**src/rtl/fetch_pkg.sv**
```systemverilog
// Shared types and constants for the instruction-fetch stage.
package fetch_pkg;

  typedef enum logic [1:0] {
    REQ,
    WAIT,
    HOLD,
    DROP
  } fetch_state_e;

  localparam logic [31:0] NOP_INSTR = 32'h0000_0013;

endpackage

```
**src/rtl/fetch_stage_if_id_reg.sv**
```systemverilog
// IF/ID pipeline latch: PC, instruction and valid bit with load and flush.
module if_id_reg
  import fetch_pkg::*;
#(
  parameter int unsigned PC_W = 9
) (
  input  logic            clk,
  input  logic            rst,
  input  logic            load,
  input  logic            flush,
  input  logic [PC_W-1:0] pc_in,
  input  logic [31:0]     instr_in,
  output logic [PC_W-1:0] pc,
  output logic [31:0]     instr,
  output logic            valid
);

  // Flush wins over load so a redirect can never leak a wrong-path word.
  always_ff @(posedge clk or posedge rst) begin
    if (rst) begin
      pc    <= '0;
      instr <= NOP_INSTR;
      valid <= 1'b0;
    end else if (flush) begin
      pc    <= '0;
      instr <= NOP_INSTR;
      valid <= 1'b0;
    end else if (load) begin
      pc    <= pc_in;
      instr <= instr_in;
      valid <= 1'b1;
    end
  end

endmodule

```
**src/rtl/fetch_stage.sv**
```systemverilog
// IF stage: PC register, single-outstanding instruction fetch FSM, hold buffer
// for words returned under stall, and redirect handling from the branch unit.
module fetch_stage
  import fetch_pkg::*;
#(
  parameter int unsigned     PC_W     = 9,
  parameter logic [PC_W-1:0] RESET_PC = '0
) (
  input  logic            clk,
  input  logic            reset,
  input  logic            Stall,
  input  logic            PcSel,
  input  logic [31:0]     BrPC,
  output logic            ImemReq,
  output logic [PC_W-1:0] ImemAddr,
  input  logic [31:0]     ImemRdata,
  input  logic            ImemValid,
  output logic [PC_W-1:0] IdPC,
  output logic [31:0]     IdInstr,
  output logic            IdValid
);

  fetch_state_e    state, next_state;
  logic [PC_W-1:0] pc_q, pc_d;
  logic [31:0]     hold_q, hold_d;
  logic            id_load, id_flush;
  logic [31:0]     id_instr_in;
  logic [PC_W-1:0] pc_inc;
  logic [PC_W-1:0] br_target;
  logic            unused_br;

  assign pc_inc    = pc_q + PC_W'(4);
  assign br_target = {BrPC[PC_W-1:2], 2'b00};
  assign unused_br = ^{BrPC[31:PC_W], BrPC[1:0]};

  // A redirect in REQ suppresses that cycle's request, and a redirect in DROP
  // keeps waiting for the stale reply, so at most one fetch is ever in flight.
  assign ImemReq  = (state == REQ) && !reset && !PcSel;
  assign ImemAddr = pc_q;

  always_ff @(posedge clk or posedge reset) begin
    if (reset) begin
      state  <= REQ;
      pc_q   <= RESET_PC;
      hold_q <= NOP_INSTR;
    end else begin
      state  <= next_state;
      pc_q   <= pc_d;
      hold_q <= hold_d;
    end
  end

  always_comb begin
    next_state  = state;
    pc_d        = pc_q;
    hold_d      = hold_q;
    id_load     = 1'b0;
    id_flush    = 1'b0;
    id_instr_in = ImemRdata;
    if (PcSel) begin
      pc_d     = br_target;
      id_flush = 1'b1;
      hold_d   = NOP_INSTR;
      if ((state == WAIT || state == DROP) && !ImemValid) next_state = DROP;
      else next_state = REQ;
    end else begin
      case (state)
        REQ: next_state = WAIT;
        WAIT: begin
          if (ImemValid) begin
            if (Stall) begin
              hold_d     = ImemRdata;
              next_state = HOLD;
            end else begin
              id_load    = 1'b1;
              pc_d       = pc_inc;
              next_state = REQ;
            end
          end
        end
        HOLD: begin
          if (!Stall) begin
            id_load     = 1'b1;
            id_instr_in = hold_q;
            pc_d        = pc_inc;
            next_state  = REQ;
          end
        end
        DROP: begin
          if (ImemValid) next_state = REQ;
        end
        default: next_state = REQ;
      endcase
    end
  end

  if_id_reg #(
    .PC_W(PC_W)
  ) u_if_id (
    .clk     (clk),
    .rst     (reset),
    .load    (id_load),
    .flush   (id_flush),
    .pc_in   (pc_q),
    .instr_in(id_instr_in),
    .pc      (IdPC),
    .instr   (IdInstr),
    .valid   (IdValid)
  );

endmodule
```
**config.mk**
```make
export PLATFORM = sky130hd
export DESIGN_NAME = fetch_stage
export DESIGN_NICKNAME = d
export VERILOG_FILES = /design/src/rtl/fetch_pkg.sv /design/src/rtl/fetch_stage_if_id_reg.sv /design/src/rtl/fetch_stage.sv
export SDC_FILE = /design/constraint.sdc
export NUM_CORES = 1
export LEC_CHECK = 0
export CORE_UTILIZATION = 47
export CTS_CLUSTER_SIZE = 8
export DETAILED_ROUTE_END_ITERATION = 10
export PLACE_DENSITY = 0.78
export SYNTH_ARGS = -nofsm -noshare
export SYNTH_HDL_FRONTEND = slang
export SYNTH_SLANG_ARGS = --single-unit
```
**constraint.sdc**
```tcl
create_clock -name clk -period 4.4 [get_ports clk]
set_input_delay 0.88 -clock clk [delete_from_list [all_inputs] [get_ports clk]]
set_output_delay 0.88 -clock clk [all_outputs]
set_load 0.01 [all_outputs]
```
Yosys cells after proc, flatten, opt, wreduce, memory -nomap -nowiden
Index checks and enable logic that the tools add are counted.
{ "totals": {"register_bits": 85, "latch_bits": 0, "ramBits": 0, "mem_bits_ro": 0, "inputBits": 69, "word_cells": 56, "n_memories": 0} }
{ "op_classes": {"add_sub_neg": 1, "n_mul": 0, "div_mod_pow": 0, "order_cmp": 0, "n_eq_ne": 6, "shift": 0, "mux": 28, "bitwise_logic": 0, "n_reduce_logical": 15} }
{ "ops": {"columns": ["operator", "n"], "rows": [
  ["two-way mux 32 bit", 8],
  ["two-way mux 9 bit", 5],
  ["case mux 9 bit (2 select lines)", 1],
  ["two-way mux 2 bit", 6],
  ["adder 9 x 3 -> 9 bit, second input constant", 1],
  ["inequality test 3 bit, second input constant", 3],
  ["case mux 2 bit (4 select lines)", 1],
  ["two-way mux 1 bit", 6],
  ["nonzero test 2 bit", 3],
  ["equality test 2 bit, second input constant", 2],
  ["AND reduction 2 bit", 2],
  ["logical AND 1 bit", 3],
  ["logical NOT 1 bit", 3],
  ["AND reduction 3 bit", 1],
  ["nonzero test 3 bit", 1],
  ["equality test 2 x 1 -> 1 bit, second input constant", 1],
  ["logical NOT 2 bit", 1],
  ["case mux 1 bit (2 select lines)", 1],
  ["logical OR 1 bit", 1]
]} }

Longest topological paths before layout
Gate-level depths: netlist (run 1).
{ "logic_depth": {"word_depth": 6, "mapped_depth": 7, "mapped_depth_nobuf": 5} }

Cells and area by module
From an unflattened synthesis (run 1), not the netlist that was laid out.
{ "unflattened": {"hier_cells": 325, "hier_area_um2": 3967.6} }
{ "modules_own_cells": {"columns": ["mod", "n_inst", "cells_each", "area_per_inst_um2", "seq_area_each_um2"], "rows": [
  ["fetch_stage", 1, 188, 2233.4, 1029.7],
  ["if_id_reg", 1, 137, 1734.2, 1054.8]
]} }

Worst setup path after synthesis (run 1)
Ideal clock, no wire load.
{ "synth_timing": {"path_kind": "input -> output", "from": "input port reset", "to": "output port ImemReq", "arrival_ps": 2972, "required_time_ps": 3520, "setup_slack_ps": 548, "path_stages": 2, "path_cell_list": "inv_1 > and3_1"} }
{ "synth_between": {"elab_chain_cells": 3} }
{ "synth_rtl": {"columns": ["element", "line", "rtl"], "rows": [
  ["start, declared", "fetch_stage.sv:10", "input logic reset,"],
  ["logical NOT 1 bit (no source line)", null, null],
  ["logical AND 1 bit (2 in a row)", "fetch_stage.sv:38", "assign ImemReq = (state == REQ) && !reset && !PcSel;"],
  ["end, declared", "fetch_stage.sv:14", "output logic ImemReq,"]
]} }
Every way passes these cells.

Final worst setup path (run 1)
Ends and elaborated chain as after synthesis.

==> results of run 1 <==
[state kept, by name (all words and copies together), names as in the netlist]
register and cells:
u_if_id.instr 32, ImemAddr 7, state 2, u_if_id.valid 1
hold_q 32, u_if_id.pc 8
[cell families (layout without fill, tap and decap cells)]
kind of cell,count (synthesis),after routing,synth area share
other cells,1,2,0.000949
flops,82,82,0.521
buf+inv,40,122,0.0519
compound gates,116,116,0.230
mux,41,41,0.106
simple gates,42,42,0.0672
fa+ha+maj,7,7,0.0222
[routing by layer]
| layer | global-route usage | vias to the layer above | part of all wire |
|---|---|---|---|
| li1 | - | 1420 | - |
| met1 | 0.315 | 1544 | 0.44 |
| met2 | 0.352 | 93 | 0.49 |
| met3 | 0.0340 | 16 | 0.047 |
| met4 | 0.0923 | 0 | 0.020 |
| met5 | 0 | - | 0 |
[placed cells by master (no fill, tap or decap), types with 3 or more instances in the layout]
cell type / n
clkdlybuf4s50_1: 92
dfrtp_1: 76
mux2i_1: 34
o31ai_1: 31
a22o_1: 29
o211ai_1: 29
clkbuf_8: 10
buf_4: 9
nor2b_1: 7
mux2_2: 7
ha_1: 7
dfstp_2: 6
nor2_1: 5
nand2_1: 5
a31oi_1: 5
or4_1: 4
nand3_1: 4
nand2b_1: 3
a221o_1: 3
o21ai_0: 3
a211oi_1: 3
o22a_1: 3
[report_power, final]
group | leakage, nW | internal (mW) | switching [mW] | total, mW
Sequential | 1.07 | 0.852 | 0.0691 | 0.921
Clock | 0.115 | 0.342 | 0.288 | 0.630
Combinational | 1.16 | 0.309 | 0.367 | 0.676
[worst max-delay path by stage]
stage	cells after the start	from	endpoint	slack (ns)
after CTS	4	reset	ImemReq	1.43
final	4	reset	ImemReq	1.44
after global routing	4	reset	ImemReq	1.40
after global placement	5	Stall	u_if_id.instr[10]$_DFFE_PP0P_	1.43
after floorplan	2	reset	ImemReq	0.55
after detailed placement	5	Stall	u_if_id.instr[9]$_DFFE_PP0P_	1.40
[per-stage QoR]
step	setup slack, ns	total power [mW]	hold WS (ns)	cells
after detailed placement	1.40	1.61	0.481	501
after CTS	1.43	2.25	0.503	517
final	1.44	2.23	0.497	517
after global routing	1.40	2.34	0.518	517
after global placement	1.43	1.60	0.481	501
after floorplan	0.548	1.33	0.465	330
[cell type report]
cell class | count | area (um2) | share of cell area
inverter | 4 | 16.3 | 0.00316
tap | 105 | 131 | 0.0255
clock buffer | 10 | 138 | 0.0268
sequential | 82 | 2060 | 0.400
clock inverter | 6 | 96.3 | 0.0187
timing repair buffer | 102 | 993 | 0.193
multi-input combinational | 208 | 1710 | 0.332
==> out/summary.txt, run 1 <==
critical path data required time = 3.52 ns
drc violations = 0
fin. max-slew vios = 0
postcts setup bufs = 0
Slew @ Worst Pin = 1.03 ns
CP Class = input port to output port
synthesis-stage register bit count = 82
fmax = 338 MHz
R2R setup slack = 2.07 ns
fin area = 5140 um2
Post-Route Utilization = 0.629
fill cell count = 646
Leak = 2.34 nW
I/O Buffers = 93
Root Buffer = clkbuf_8
fin crit share = 0.673
CP arrival = 2.08 ns
io pins = 121
Worst Path Buf+Inv = 3
CTS tree = done
antenna violations before repair = 0
R2R Path Start = state[1]$_DFFE_PP0P_
mean post-synth cell area = 12.0 um2
Critical-path top delay cell = clkdlybuf4s50_1
post-layout min period = 2.96 ns
Num CTS Buffers = 9
PD cells = 433 nW/um2
synth warn = 0
clk_lat worst skew = 0.35 ns
Die Area = 8780 um2
dpl cell area = 4910 um2
largest net degree at the start of global routing = 83
Crit Reg-Reg Endpoint = ImemAddr[6]$_DFFE_PP0P_
drt pass-1 iters = 4
Final Hold Viols = 0
worst hold path depth = 1
antenna cells = 0
Hold Path Origin = u_if_id.valid$_DFFE_PP0P_
Yosys top cell by area = dfrtp_1
VDD IR max = 0.218 mV
first-pass GRT wire length = 15400 um
Worst Path Max Fanout = 2
Worst R2R Path Depth = 5
layout cells sized above 1 = 0.114
Tot GR Track Use = 0.225
grt ovf = 0
drt via density = 5.94
Setup Skew = 0.00813 ns
Worst Setup End Kind = output port
HP Class = flop to flop
Synth cell types = 44
Final ANT Viol Nets = 0
most instantiated cells after synthesis = dfrtp_1, mux2i_1, o31ai_1
Iter 0 DRT Violations = 202
H-tree depth = 3
number of synthesized flops with an enable pin = 0
status = finished clean
Final #Nets = 483
Finish-stage setup viols = 0
setup TNS = 0 ns
count of maximum capacitance violations = 0
Synth async-reset ratio = 1.00
Hold Path End = u_if_id.valid$_DFFE_PP0P_
RSZ-0062 raised after global routing = no
CTS Hold Buffers Added = 0
Syn-to-layout area delta = 30.3%
Netlist Area Pre-Place = 3950 um2
crit-path max cell delay = 0.48 ns
cell row count = 33
Total Wirelength = 9530 um
most used flip-flop cell after synthesis = dfrtp_1
routed length per instance = 18.4 um
Syn Inst Count = 329
vias in the first global route = 3005
largest cells by area after synthesis = dfrtp_1, mux2i_1, a22o_1
critical path, cell by cell = clkdlybuf4s50_1 > clkinv_2 > and3_1 > clkdlybuf4s50_1
die width = 93.7 um
most common cell in the netlist = dfrtp_1
Crit path top cell by count = clkdlybuf4s50_1
DIE HEIGHT = 93.7 um
Synth top area share = 0.481
post-cts resize count = 0
core box area = 8180 um2
cell family with most CP delay = buffers and inverters
Clock Sinks = 82
Worst Setup Start Kind = input port
Post-DP HPWL = 6040 um
DR vias = 3073
Clock transition at path regs = 0.08 ns
Initial Utilization = 0.483
relative slew slack = 0.314
Routability Congestion = 0.795
CTS Buffer Depth = 2
sequential-to-total area share from yosys stat = 0.521
Note: power is estimated with default switching activity, not from simulation.
==> run 2, diff against run 1 <==
- CORE_UTILIZATION: 47 -> 42
- PLACE_DENSITY: 0.78 -> 0.74
- clock period: 4.4 -> 2.48 ns (I/O delays scaled with it)
==> run 2 against run 1 <==
  * Non-clock buffer count rose by 9
  * Sequential power grew 78%
  * Critical path depth is the same
  * First-iteration DRC count is 4.5% lower
  * Global-route usage down 0.95 points
  * Clock skew shrank 0.00073 ns
  * Core utilization is 6.4 points lower
  * Setup slack got worse by 1.2 ns
  * Clock power is 59% higher
==> out/summary.txt, run 2 (synthesis gave the netlist of run 1 again) <==
Worst Setup SP = state[0]$_DFFE_PP0P_
Routability Congestion = 0.738
Iter 0 DRT Violations = 193
Syn-to-layout area delta = 31.7%
post-layout min period = 2.29 ns
fmax = 437 MHz
Tot GR Track Use = 0.216
Clock transition at path regs = 0.09 ns
post-cts resize count = 0
drt via density = 5.79
Root Buffer = clkbuf_8
Setup Skew = 0.00740 ns
setup slack after layout = 0.192 ns
setup TNS = 0 ns
crit-path max cell delay = 0.53 ns
Critical-path top delay cell = clkdlybuf4s50_1
CTS Buffer Depth = 2
Final ANT Viol Nets = 0
Top Registers = hold_q x32, u_if_id.instr x32, u_if_id.pc x8
fill cell count = 772
count of maximum capacitance violations = 0
CTS tree = done
I/O Buffers = 93
status = finished clean
die width = 99.0 um
PD cells = 750 nW/um2
routed length per instance = 18.9 um
dpl cell area = 5000 um2
Worst Path Max Fanout = 4
largest net degree at the start of global routing = 83
Die Area = 9800 um2
Total Wirelength = 10100 um
fin crit share = 0.923
Worst Setup Start Kind = flop
io pins = 121
Post-Route Utilization = 0.566
layout cells sized above 1 = 0.133
antenna cells = 0
Initial Utilization = 0.430
clk_lat worst skew = 0.35 ns
Post-DP HPWL = 6210 um
Finish-stage setup viols = 0
RSZ-0062 raised after global routing = no
grt ovf = 0
most common cell after layout, fill and taps aside = clkdlybuf4s50_1
critical path data required time = 1.98 ns
CP arrival = 1.79 ns
R2R Path Start = state[1]$_DFFE_PP0P_
relative slew slack = 0.307
Worst Setup End Kind = output port
H-tree depth = 3
Crit Reg-Reg Endpoint = u_if_id.instr[19]$_DFFE_PP0P_
CP Class = flop to output port
drt pass-1 iters = 4
R2R setup slack = 0.33 ns
drc violations = 0
Num CTS Buffers = 9
Hold Path Origin = hold_q[14]$_DFFE_PP0P_
DR vias = 3082
Slew @ Worst Pin = 1.04 ns
VDD IR max = 0.360 mV
cell row count = 35
crit path capture = ImemReq
Clock Sinks = 82
HP Class = flop to flop
fin. max-slew vios = 0
vias in the first global route = 3196
Final #Nets = 492
DIE HEIGHT = 99.0 um
critical path, cell by cell = inv_1 > ha_1 > and3_4 > clkdlybuf4s50_1
Post-Place Setup Slack = 0.190 ns
postcts setup bufs = 0
Leak = 2.37 nW
CTS Hold Buffers Added = 0
Worst R2R Path Depth = 7
Final Hold Viols = 0
fin area = 5200 um2
most frequent cells in the layout = clkdlybuf4s50_1, dfrtp_1, mux2i_1, o31ai_1
first-pass GRT wire length = 16400 um
core box area = 9200 um2
antenna violations before repair = 0
[run 2: stage by stage]
step	hold slack (ns)	power, mW	cells
after global placement	0.482	2.89	516
after floorplan	0.465	2.37	330
after global routing	0.520	4.11	532
final	0.505	3.90	532
after detailed placement	0.483	2.92	516
after CTS	0.510	3.93	532
[run 2: per-layer routing]
layer	global-route usage	part of all wire	up-vias
li1	-	-	1440
met1	0.294	0.47	1560
met2	0.347	0.48	69
met3	0.0411	0.035	13
met4	0.0723	0.013	0
met5	0	0	-
[run 2: final cells by class]
class / count / area, um2 / area share
multi-input cells: 208 / 1710 / 0.328
clock buffers: 11 / 141 / 0.0272
repair buffers: 111 / 1070 / 0.206
inverters: 4 / 18.8 / 0.00361
flip-flops and latches: 82 / 2060 / 0.396
well taps: 111 / 139 / 0.0267
clock inverters: 5 / 62.6 / 0.0120
[run 2: power breakdown]
part | switching (mW) | internal, mW
logic | 0.671 | 0.593
clock network | 0.502 | 0.499
registers | 0.125 | 1.51
[run 2: worst min path at each step]
stage                                         to  cells past startpoint
after CTS                 hold_q[25]$_DFFE_PP0P_                      1
after global routing       hold_q[7]$_DFFE_PP0P_                      1
after global placement    hold_q[19]$_DFFE_PP0P_                      1
after detailed placement  hold_q[14]$_DFFE_PP0P_                      1
after floorplan           hold_q[18]$_DFFE_PP0P_                      1
final                     hold_q[14]$_DFFE_PP0P_                      1
[run 2: worst max-delay path, delay by kind of cell (launching register included)]
family / cells / cell delay [ns]
fa+ha+maj: 1 / 0.17
buf+inv: 2 / 0.68
simple gates: 1 / 0.17
flops: 1 / 0.43
==> run 3, diff against run 2 <==
- SETUP_SLACK_MARGIN: default -> 0.4
==> run 3 against run 2 <==
  * Core utilization increased by 0.45 points
  * Hold slack about the same
  * Largest power group unchanged
  * Global-route usage increased by 0.092 points
  * Sequential cell count unchanged
  * Sequential share of layout area decreased by 0.31 points
  * Total power increased by 1.2%
  * Critical path type is now input port to output port
  * Clock power about the same
  * Die area unchanged
  * Non-clock buffer count increased by 3
==> out/summary.txt, run 3 (synthesis gave the netlist of run 1 again) <==
CP Class = input port to output port
DRT met1 WL = 4750 um
first-pass GRT wire length = 16400 um
fin crit share = 0.817
Leak = 2.39 nW
Post-Route Utilization = 0.570
Post-DP HPWL = 6210 um
drt pass-1 iters = 4
relative slew slack = 0.306
dpl cell area = 5000 um2
Clock Sinks = 82
count of maximum capacitance violations = 0
DIE HEIGHT = 99.0 um
Num CTS Buffers = 9
R2R Path Start = state[0]$_DFFE_PP0P_
io pins = 121
fill cell count = 774
PD cells = 754 nW/um2
post-layout min period = 2.03 ns
Hold Path Origin = hold_q[14]$_DFFE_PP0P_
setup TNS = 0 ns
drt via density = 5.81
fin area = 5240 um2
RSZ-0062 raised after global routing = no
I/O Buffers = 93
core box area = 9200 um2
largest net degree at the start of global routing = 83
antenna violations before repair = 0
met3 routed WL = 379 um
critical path data required time = 1.98 ns
routed wl met2 = 4900 um
Die Area = 9800 um2
CTS Buffer Depth = 2
setup slack after layout = 0.455 ns
Top Registers = hold_q x32, u_if_id.instr x32, u_if_id.pc x8
Initial Utilization = 0.430
Clock transition at path regs = 0.09 ns
Syn-to-layout area delta = 32.7%
Setup Skew = 0.00784 ns
fmax = 494 MHz
DR vias = 3109
CP arrival = 1.53 ns
Total Wirelength = 10200 um
clk_lat worst skew = 0.35 ns
Slew @ Worst Pin = 1.04 ns
Post-Place Setup Slack = 0.190 ns
Worst Setup End Kind = output port
Final #Nets = 495
drc violations = 0
antenna cells = 0
Worst Setup SP = reset
Final Hold Viols = 0
Final ANT Viol Nets = 0
Finish-stage setup viols = 0
Worst Setup Start Kind = input port
Worst Path Max Fanout = 2
die width = 99.0 um
cell row count = 35
Root Buffer = clkbuf_8
CTS tree = done
vias in the first global route = 3216
fin. max-slew vios = 0
Tot GR Track Use = 0.217
layout cells sized above 1 = 0.146
most common cell after layout, fill and taps aside = clkdlybuf4s50_1
H-tree depth = 3
Iter 0 DRT Violations = 149
routed length per instance = 19.0 um
grt ovf = 0
most frequent cells in the layout = clkdlybuf4s50_1, dfrtp_1, mux2i_1, o31ai_1
total power = 3.95 mW
VDD IR max = 0.347 mV
highest routed layer = met4
HP Class = flop to flop
Routability Congestion = 0.738
status = finished clean
==> run 3: stage by stage <==
stage | hold WS (ns) | instances
4_1_cts | 0.510 | 534
6_report | 0.505 | 535
5_1_grt | 0.520 | 535
2_1_floorplan | 0.465 | 330
3_5_place_dp | 0.483 | 516
3_3_place_gp | 0.482 | 516
==> run 3: critical path, cell delays in order <==
cell             delay, ns
clkdlybuf4s50_1       0.50
clkinvlp_4            0.09
and3_4                0.16
dlygate4sd2_1         0.28
==> run 3: timing repair <==
item | 4_1_cts | 5_1_grt
resized for setup | 4 | 1
buffers inserted | 2 | 1
pin swaps | 0 | 1
setup endpoints to repair | 21 | 44
gates cloned | 0 | 0
hold buffers | 0 | 0
==> run 3: layout make-up <==
class | instances | area, um2 | share of cell area
clock buffer | 11 | 141 | 0.0270
clock inverter | 5 | 62.6 | 0.0119
inverter | 4 | 18.8 | 0.00358
multi-input combinational | 208 | 1710 | 0.326
sequential | 82 | 2060 | 0.393
tap | 111 | 139 | 0.0265
timing repair buffer | 114 | 1110 | 0.212
==> run 3: path summary, 6_finish.rpt <==
path                                        endpoint  slack (ns)  depth (start not counted)
max                                          ImemReq        0.45                          4
min                           hold_q[14]$_DFFE_PP0P_        0.50                          1
max reg2reg                u_if_id.pc[6]$_DFFE_PP0P_        0.50                          7
min reg2reg                   hold_q[14]$_DFFE_PP0P_        0.50                          1
max in group asynchronous  u_if_id.pc[6]$_DFFE_PP0P_        0.94                          3
min in group asynchronous    ImemAddr[3]$_DFFE_PP0P_        0.84                          3
==> run 3: per-layer routing <==
| layer | track usage | vias to the layer above |
|---|---|---|
| li1 | - | 1450 |
| met1 | 0.294 | 1570 |
| met2 | 0.351 | 75 |
| met3 | 0.0411 | 14 |
| met4 | 0.0723 | 0 |
| met5 | 0 | - |
==> run 3: where the power goes <==
| part | total [mW] | internal, mW | switching, mW |
|---|---|---|---|
| Clock | 1.00 | 0.499 | 0.504 |
| Combinational | 1.31 | 0.623 | 0.692 |
| Sequential | 1.63 | 1.51 | 0.121 |
| Total | 3.95 | 2.63 | 1.32 |
